File: config.mk
export PLATFORM = sky130hd
export DESIGN_NAME = calc_rs
export DESIGN_NICKNAME = d
export VERILOG_FILES = /design/src/rtl/calc_rs_pkg.sv /design/src/rtl/rs_pick.sv /design/src/rtl/calc_rs.sv
export SDC_FILE = /design/constraint.sdc
export NUM_CORES = 2
export LEC_CHECK = 0
export BUFFER_PORTS_ARGS = -buffer_cell sky130_fd_sc_hd__buf_4
export CORE_MARGIN = 2
export CORE_UTILIZATION = 35
export CTS_CLUSTER_SIZE = 40
export DETAILED_ROUTE_END_ITERATION = 10
export PLACE_DENSITY = 0.47
export SLEW_MARGIN = 10
export SYNTH_ARGS = -nofsm -noshare
export SYNTH_HDL_FRONTEND = slang
export SYNTH_SLANG_ARGS = --single-unit
File: constraint.sdc
create_clock -name clk_in -period 2.65 [get_ports clk_in]
set_input_delay 0.265 -clock clk_in [delete_from_list [all_inputs] [get_ports clk_in]]
set_output_delay 0.265 -clock clk_in [all_outputs]
set_load 0.01 [all_outputs]
File: src/rtl/calc_rs_pkg.sv
// Shared definitions for the calculation reservation station: type codes and widths.
// No logic; constants and enums only.
// Imported by calc_rs, rs_pick and the bench.
package calc_rs_pkg;

  // Width of the instruction-type code carried from the decoder to the ALU
  localparam int INST_TYPE_WIDTH = 6;

  // Default sizing of the station
  localparam int RS_SIZE_DEF = 8;
  localparam int TAG_W_DEF   = 4;
  localparam int DATA_W_DEF  = 32;

  localparam logic TRUE  = 1'b1;
  localparam logic FALSE = 1'b0;

  // Instruction types flagged by the calc classifier
  typedef enum logic [INST_TYPE_WIDTH-1:0] {
    T_NOP   = 6'd0,
    T_LUI   = 6'd1,
    T_AUIPC = 6'd2,
    T_ADD   = 6'd3,
    T_SUB   = 6'd4,
    T_AND   = 6'd5,
    T_OR    = 6'd6,
    T_XOR   = 6'd7,
    T_SLT   = 6'd8,
    T_SLTU  = 6'd9,
    T_SLL   = 6'd10,
    T_SRL   = 6'd11,
    T_SRA   = 6'd12,
    T_ADDI  = 6'd13,
    T_ANDI  = 6'd14,
    T_ORI   = 6'd15,
    T_XORI  = 6'd16,
    T_SLTI  = 6'd17,
    T_SLTIU = 6'd18,
    T_SLLI  = 6'd19,
    T_SRLI  = 6'd20,
    T_SRAI  = 6'd21
  } inst_type_e;

endpackage

File: src/rtl/rs_pick.sv
// Lowest-index select: N-bit request vector -> found flag + binary index of lowest set bit.
// Purely combinational, zero latency.
// No handshake; caller decides what to do with the result.
module rs_pick
  import calc_rs_pkg::*;
#(
  parameter int N  = RS_SIZE_DEF,
  parameter int IW = $clog2(N)
) (
  input  logic [N-1:0]  req_i,
  output logic          found_o,
  output logic [IW-1:0] idx_o
);

  // Scan from the top down so the last hit (lowest index) wins
  always_comb begin
    found_o = FALSE;
    idx_o   = '0;
    for (int i = N - 1; i >= 0; i--) begin
      if (req_i[i]) begin
        found_o = TRUE;
        idx_o   = IW'(i);
      end
    end
  end

endmodule

File: src/rtl/calc_rs.sv
// Reservation station for calc instructions: buffers issued ops, snoops the CDB, feeds the ALU.
// Entry issued ready at edge t dispatches at edge t+1; a woken entry dispatches one edge after wakeup.
// issue_ready drops when all entries are busy (requests then ignored); ALU never backpressures.
module calc_rs
  import calc_rs_pkg::*;
#(
  parameter int RS_SIZE = RS_SIZE_DEF,
  parameter int TAG_W   = TAG_W_DEF,
  parameter int DATA_W  = DATA_W_DEF,
  parameter int TYPE_W  = INST_TYPE_WIDTH
) (
  input  logic              clk_in,
  input  logic              rst_in,
  input  logic              rdy_in,
  input  logic              clear_in,
  input  logic              issue_valid,
  output logic              issue_ready,
  input  logic [TYPE_W-1:0] issue_type,
  input  logic [DATA_W-1:0] issue_vj,
  input  logic [DATA_W-1:0] issue_vk,
  input  logic              issue_qj_busy,
  input  logic [TAG_W-1:0]  issue_qj,
  input  logic              issue_qk_busy,
  input  logic [TAG_W-1:0]  issue_qk,
  input  logic [DATA_W-1:0] issue_imm,
  input  logic [DATA_W-1:0] issue_pc,
  input  logic [TAG_W-1:0]  issue_dest,
  input  logic              cdb_valid,
  input  logic [TAG_W-1:0]  cdb_tag,
  input  logic [DATA_W-1:0] cdb_value,
  output logic              alu_valid,
  output logic [TYPE_W-1:0] alu_type,
  output logic [TAG_W-1:0]  alu_dest,
  output logic [DATA_W-1:0] alu_a,
  output logic [DATA_W-1:0] alu_b,
  output logic [DATA_W-1:0] alu_imm,
  output logic [DATA_W-1:0] alu_pc
);

  localparam int IW = $clog2(RS_SIZE);

  // Per-field entry storage
  logic [RS_SIZE-1:0] busy_q, busy_d;
  logic [RS_SIZE-1:0] qjb_q,  qjb_d;
  logic [RS_SIZE-1:0] qkb_q,  qkb_d;
  logic [TYPE_W-1:0]  type_q [RS_SIZE];
  logic [TYPE_W-1:0]  type_d [RS_SIZE];
  logic [DATA_W-1:0]  vj_q   [RS_SIZE];
  logic [DATA_W-1:0]  vj_d   [RS_SIZE];
  logic [DATA_W-1:0]  vk_q   [RS_SIZE];
  logic [DATA_W-1:0]  vk_d   [RS_SIZE];
  logic [TAG_W-1:0]   qj_q   [RS_SIZE];
  logic [TAG_W-1:0]   qj_d   [RS_SIZE];
  logic [TAG_W-1:0]   qk_q   [RS_SIZE];
  logic [TAG_W-1:0]   qk_d   [RS_SIZE];
  logic [DATA_W-1:0]  imm_q  [RS_SIZE];
  logic [DATA_W-1:0]  imm_d  [RS_SIZE];
  logic [DATA_W-1:0]  pc_q   [RS_SIZE];
  logic [DATA_W-1:0]  pc_d   [RS_SIZE];
  logic [TAG_W-1:0]   dest_q [RS_SIZE];
  logic [TAG_W-1:0]   dest_d [RS_SIZE];

  // Dispatch output registers
  logic              alu_valid_q, alu_valid_d;
  logic [TYPE_W-1:0] alu_type_q,  alu_type_d;
  logic [TAG_W-1:0]  alu_dest_q,  alu_dest_d;
  logic [DATA_W-1:0] alu_a_q,     alu_a_d;
  logic [DATA_W-1:0] alu_b_q,     alu_b_d;
  logic [DATA_W-1:0] alu_imm_q,   alu_imm_d;
  logic [DATA_W-1:0] alu_pc_q,    alu_pc_d;

  // Free/ready selection works on registered state only, so an entry freed or
  // written this edge is never reused or dispatched on that same edge.
  logic [RS_SIZE-1:0] free_vec, ready_vec;
  logic               fr_found, rd_found;
  logic [IW-1:0]      fr_idx, rd_idx;

  assign free_vec  = ~busy_q;
  assign ready_vec = busy_q & ~qjb_q & ~qkb_q;

  rs_pick #(.N(RS_SIZE), .IW(IW)) u_pick_free (
    .req_i   (free_vec),
    .found_o (fr_found),
    .idx_o   (fr_idx)
  );

  rs_pick #(.N(RS_SIZE), .IW(IW)) u_pick_ready (
    .req_i   (ready_vec),
    .found_o (rd_found),
    .idx_o   (rd_idx)
  );

  assign issue_ready = fr_found;

  assign alu_valid = alu_valid_q;
  assign alu_type  = alu_type_q;
  assign alu_dest  = alu_dest_q;
  assign alu_a     = alu_a_q;
  assign alu_b     = alu_b_q;
  assign alu_imm   = alu_imm_q;
  assign alu_pc    = alu_pc_q;

  // Next state: flush beats pause beats normal wakeup/dispatch/issue
  always_comb begin
    busy_d = busy_q;
    qjb_d  = qjb_q;
    qkb_d  = qkb_q;
    type_d = type_q;
    vj_d   = vj_q;
    vk_d   = vk_q;
    qj_d   = qj_q;
    qk_d   = qk_q;
    imm_d  = imm_q;
    pc_d   = pc_q;
    dest_d = dest_q;
    alu_valid_d = FALSE;
    alu_type_d  = alu_type_q;
    alu_dest_d  = alu_dest_q;
    alu_a_d     = alu_a_q;
    alu_b_d     = alu_b_q;
    alu_imm_d   = alu_imm_q;
    alu_pc_d    = alu_pc_q;

    if (clear_in) begin
      busy_d = '0;
    end else if (rdy_in) begin
      // CDB snoop on waiting operands of resident entries
      for (int i = 0; i < RS_SIZE; i++) begin
        if (busy_q[i] && qjb_q[i] && cdb_valid && (cdb_tag == qj_q[i])) begin
          vj_d[i]  = cdb_value;
          qjb_d[i] = FALSE;
        end
        if (busy_q[i] && qkb_q[i] && cdb_valid && (cdb_tag == qk_q[i])) begin
          vk_d[i]  = cdb_value;
          qkb_d[i] = FALSE;
        end
      end

      if (rd_found) begin
        alu_valid_d    = TRUE;
        alu_type_d     = type_q[rd_idx];
        alu_dest_d     = dest_q[rd_idx];
        alu_a_d        = vj_q[rd_idx];
        alu_b_d        = vk_q[rd_idx];
        alu_imm_d      = imm_q[rd_idx];
        alu_pc_d       = pc_q[rd_idx];
        busy_d[rd_idx] = FALSE;
      end

      // Issue into a free slot, taking a same-edge CDB value directly
      if (issue_valid && fr_found) begin
        busy_d[fr_idx] = TRUE;
        type_d[fr_idx] = issue_type;
        qj_d[fr_idx]   = issue_qj;
        qk_d[fr_idx]   = issue_qk;
        imm_d[fr_idx]  = issue_imm;
        pc_d[fr_idx]   = issue_pc;
        dest_d[fr_idx] = issue_dest;
        if (issue_qj_busy && cdb_valid && (cdb_tag == issue_qj)) begin
          vj_d[fr_idx]  = cdb_value;
          qjb_d[fr_idx] = FALSE;
        end else begin
          vj_d[fr_idx]  = issue_vj;
          qjb_d[fr_idx] = issue_qj_busy;
        end
        if (issue_qk_busy && cdb_valid && (cdb_tag == issue_qk)) begin
          vk_d[fr_idx]  = cdb_value;
          qkb_d[fr_idx] = FALSE;
        end else begin
          vk_d[fr_idx]  = issue_vk;
          qkb_d[fr_idx] = issue_qk_busy;
        end
      end
    end
  end

  // State registers with async active-low reset
  always_ff @(posedge clk_in or negedge rst_in) begin
    if (!rst_in) begin
      busy_q <= '0;
      qjb_q  <= '0;
      qkb_q  <= '0;
      for (int i = 0; i < RS_SIZE; i++) begin
        type_q[i] <= '0;
        vj_q[i]   <= '0;
        vk_q[i]   <= '0;
        qj_q[i]   <= '0;
        qk_q[i]   <= '0;
        imm_q[i]  <= '0;
        pc_q[i]   <= '0;
        dest_q[i] <= '0;
      end
      alu_valid_q <= FALSE;
      alu_type_q  <= '0;
      alu_dest_q  <= '0;
      alu_a_q     <= '0;
      alu_b_q     <= '0;
      alu_imm_q   <= '0;
      alu_pc_q    <= '0;
    end else begin
      busy_q <= busy_d;
      qjb_q  <= qjb_d;
      qkb_q  <= qkb_d;
      for (int i = 0; i < RS_SIZE; i++) begin
        type_q[i] <= type_d[i];
        vj_q[i]   <= vj_d[i];
        vk_q[i]   <= vk_d[i];
        qj_q[i]   <= qj_d[i];
        qk_q[i]   <= qk_d[i];
        imm_q[i]  <= imm_d[i];
        pc_q[i]   <= pc_d[i];
        dest_q[i] <= dest_d[i];
      end
      alu_valid_q <= alu_valid_d;
      alu_type_q  <= alu_type_d;
      alu_dest_q  <= alu_dest_d;
      alu_a_q     <= alu_a_d;
      alu_b_q     <= alu_b_d;
      alu_imm_q   <= alu_imm_d;
      alu_pc_q    <= alu_pc_d;
    end
  end

endmodule
==> metrics.yaml <==
placed_design:
  gp_congestion: 0.8210
  place_inst: 8051
  dpl.hpwl_mm: 142.3
  dpl_cell_area_sq_um: 69750
  portBuffers: 329
  dp_slack_ns: -0.02443
clock_tree:
  clk_pin_slew_ns: 0.06
  clock_path_buffers: 3
  cts-root-buf: "clkbuf_16"
  tritoncts: "built"
  htreeDepth: 4
  worstSkewPairLatency_ns: 0.81
  clkSinkCount: 1331
  cts_buffers: 155
detailed_routing:
  drtAntennaViolNets: 0
  first_iter_violations: 4417
  wl_mm: 237.8
  vias: 49539
  routedWlPerCell_microns: 28.01
  dr.pass1.iters: 6
  viasPerCell: 5.835
  drcViolationCount: 0
cells_and_area:
  nFillCells: 16568
  stdcell_count: 8490
  multi_input_area_sq_um: 26560
  area_delta_synth_final_pct: 24.14
  seq_area_sq_um: 33310
  final_net_count: 6222
  drive_above_1_share_pct: 28.44
  diodes: 0
  fin_area_sq_um: 76770
timing:
  max_freq_ghz: 0.3873
  drv_slew: 0
  relSlewSlack_pct: 43.92
  fin_ws_ns: 0.06776
  hold_viol_final: 0
  tightest_slew_ns: 0.8413
  timing.final.crit_share_pct: 97.44
  rsz0062_at_grt: "yes"
  clock_skew_ns: 0.03010
  setup_violations: 0
  period_minus_slack_ns: 2.582
floorplan:
  num_io_pins: 330
  num_rows: 154
  dieArea_sq_um: 180100
  die_w_microns: 424.4
  die_h_microns: 424.4
  coreArea_sq_um: 175900
  initial_core_util_pct: 35.15
global_routing:
  grt_overflow: 0
  grt_max_degree: 153
  grt_antenna_before_repair: 3
  grt_pass1_wl_mm: 345.8
  grt_pass1_vias: 50373
  grt.total_usage_pct: 25.41
yosys:
  synth.most_common_cell: "dfrtp_1"
  ys_seq_area_share_pct: 53.86
  ys_async_sr_fraction_pct: 100.0
  synth_seq_cells: 1331
  synth_warnings: 0
  synth_top_area_cell: "dfrtp_1"
  syn_inst: 5602
  synth_top_cell_area_share_pct: 53.86
  synth-edff-count: 0
  ys_top_cells_by_area: "dfrtp_1 (54%), mux2_2 (13%), o22ai_1 (5.9%), a21oi_1 (5.4%), mux2i_1 (4.7%)"
  synth_common_cells: "dfrtp_1 (1331), mux2_2 (721), a21oi_1 (663)"
  syn-cell-area_sq_um: 61840
  synth_cell_types: 56
  avgSynthCellArea_sq_um: 11.04
  synth_fp_nets: 5792
  dominantRegCellSynth: "dfrtp_1"
critical_path:
  path_cells: "or3b_4, a21boi_2, nand2_4, a21oi_4, buf_12, buf_12, buf_16, mux2i_2, o221ai_1, o32a_1"
  cpPeakStageDelay_ns: 0.43
  slowest_stage: "or3b_4"
  crit_path_max_fanout: 8
  worst_setup_path_end_kind: "flop"
  rr_endpoint: "alu_b[26]"
  worstPathArrival_ns: 3.27
  crit_type: "reg2reg"
  crit_top_cell: "buf_12"
  r2r_slack_ns: 0.07
  cp_num_buf_inv: 3
  cp.required_ns: 3.34
  r2r-start: "qjb_q[3]"
  crit_family: "compound AO/OA/AOI/OAI gates"
  reg2regPathDepth: 10
  cp-start-kind: "flop"
pwr:
  power.density_nw_per_um2: 706.1
  ir_drop_mv: 0.6084
  p_leak_nw: 34.57
min_path:
  hold_end: "vk_q[231]"
  worstHoldPathCells: 4
  hold_start: "issue_vk[7]"
  hold_path_class: "in2reg"
outcome:
  outcome: "finished, final reports clean"
run:
  drv_cap: 0
==> how the worst max path moves through the flow <==
stage	slack (ns)	to	depth (start not counted)	start
6_report	0.07	alu_b[26]	10	qjb_q[3]
5_1_grt	-0.05	alu_b[26]	10	qjb_q[3]
4_1_cts	0.008	alu_imm[28]	9	qkb_q[2]
3_5_place_dp	-0.02	alu_b[16]	10	qkb_q[3]
3_3_place_gp	-0.02	alu_b[11]	10	qkb_q[3]
2_1_floorplan	0.22	alu_a[2]	9	busy_q[3]
==> cells in the final DEF (no fill, tap or decap), drive strengths merged, types with 19 or more instances in the layout <==
cell / instances
a21oi: 664
a22oi: 131
buf: 710
clkbuf: 256
clkinv: 20
dfrtp: 1331
dlygate4sd3: 126
mux2: 721
mux2i: 290
nand2: 286
nand4: 19
nor2: 529
o21ai: 25
o221ai: 137
o22a: 72
o22ai: 586
o32a: 65
xnor2: 20
xor2: 49
==> per-stage QoR <==
step / setup TNS [ns] / utilization [%] / power [mW] / hold slack (ns)
2_1_floorplan: 0 / - / 28.02 / -0.03059
3_3_place_gp: -0.08237 / 39.65 / 32.69 / 0.2669
3_5_place_dp: -0.08926 / 39.65 / 32.82 / 0.2573
4_1_cts: 0 / 43.26 / 54.76 / 0.003033
5_1_grt: -0.1511 / 43.64 / 56.44 / 0.05687
6_report: 0 / 43.64 / 54.21 / 0.05274
==> power breakdown <==
| part | switching (mW) | total, mW | internal (mW) |
|---|---|---|---|
| combinational | 3.90 | 7.95 | 4.05 |
| clock | 8.85 | 21.6 | 12.8 |
| sequential | 1.98 | 24.6 | 22.7 |
| total | 14.7 | 54.2 | 39.5 |
==> flip-flops by register name, summed over array words and instances, names as in the netlist <==
signal / flops
vk_q: 256
qk_q: 32
alu_pc: 32
imm_q: 256
qkb_q: 8
qj_q: 32
alu_b: 32
pc_q: 256
qjb_q: 8
type_q: 48
alu_a: 32
alu_valid: 1
vj_q: 256
alu_imm: 32
alu_dest: 4
alu_type: 6
busy_q: 8
dest_q: 32
==> metal layers <==
metal  share of wire (%)  up-vias  track usage [%]
met5              0.0059        -                0
met2                  48     1760            41.98
met3                 5.5      374            3.637
met1                  43    25814            34.13
li1                    -    21587                -
met4                 3.2        4            8.713
==> cell families after synthesis <==
logic type | synth area share [%]
buffers and inverters | 4.002
XOR/XNOR | 0.9772
multiplexers | 17.82
AND/OR/NAND/NOR | 5.790
AO/OA/AOI/OAI | 17.55
flip-flops | 53.86
==> worst register-to-register path: cells and delay by family (launching register included) <==
family | cells | cell delay (ns)
and+or+nand+nor | 2 | 0.54
DFF | 1 | 0.38
muxes | 1 | 0.24
AOI/OAI and AO/OA | 4 | 0.85
buffers and inverters | 3 | 0.45
==> cell type report <==
type,count,area share [%]
multi-input cells,3689,34.59
clock buffers,246,6.213
clock inverters,29,0.4172
flip-flops and latches,1331,43.38
inverters,9,0.04400
repair buffers,846,11.54
well taps,2340,3.814
==> what timing repair did <==
| action | 4_1_cts | 5_1_grt |
|---|---|---|
| buffers inserted | 0 | 26 |
| setup endpoints to repair | 26 | 112 |
| endpoints found under the hold margin | 1936 | 0 |
| pin swaps | 2 | 9 |
| gates resized for setup | 1 | 28 |
| cloned | 0 | 13 |
| hold buffers | 126 | 0 |
Note: power is estimated with default switching activity, not from simulation.
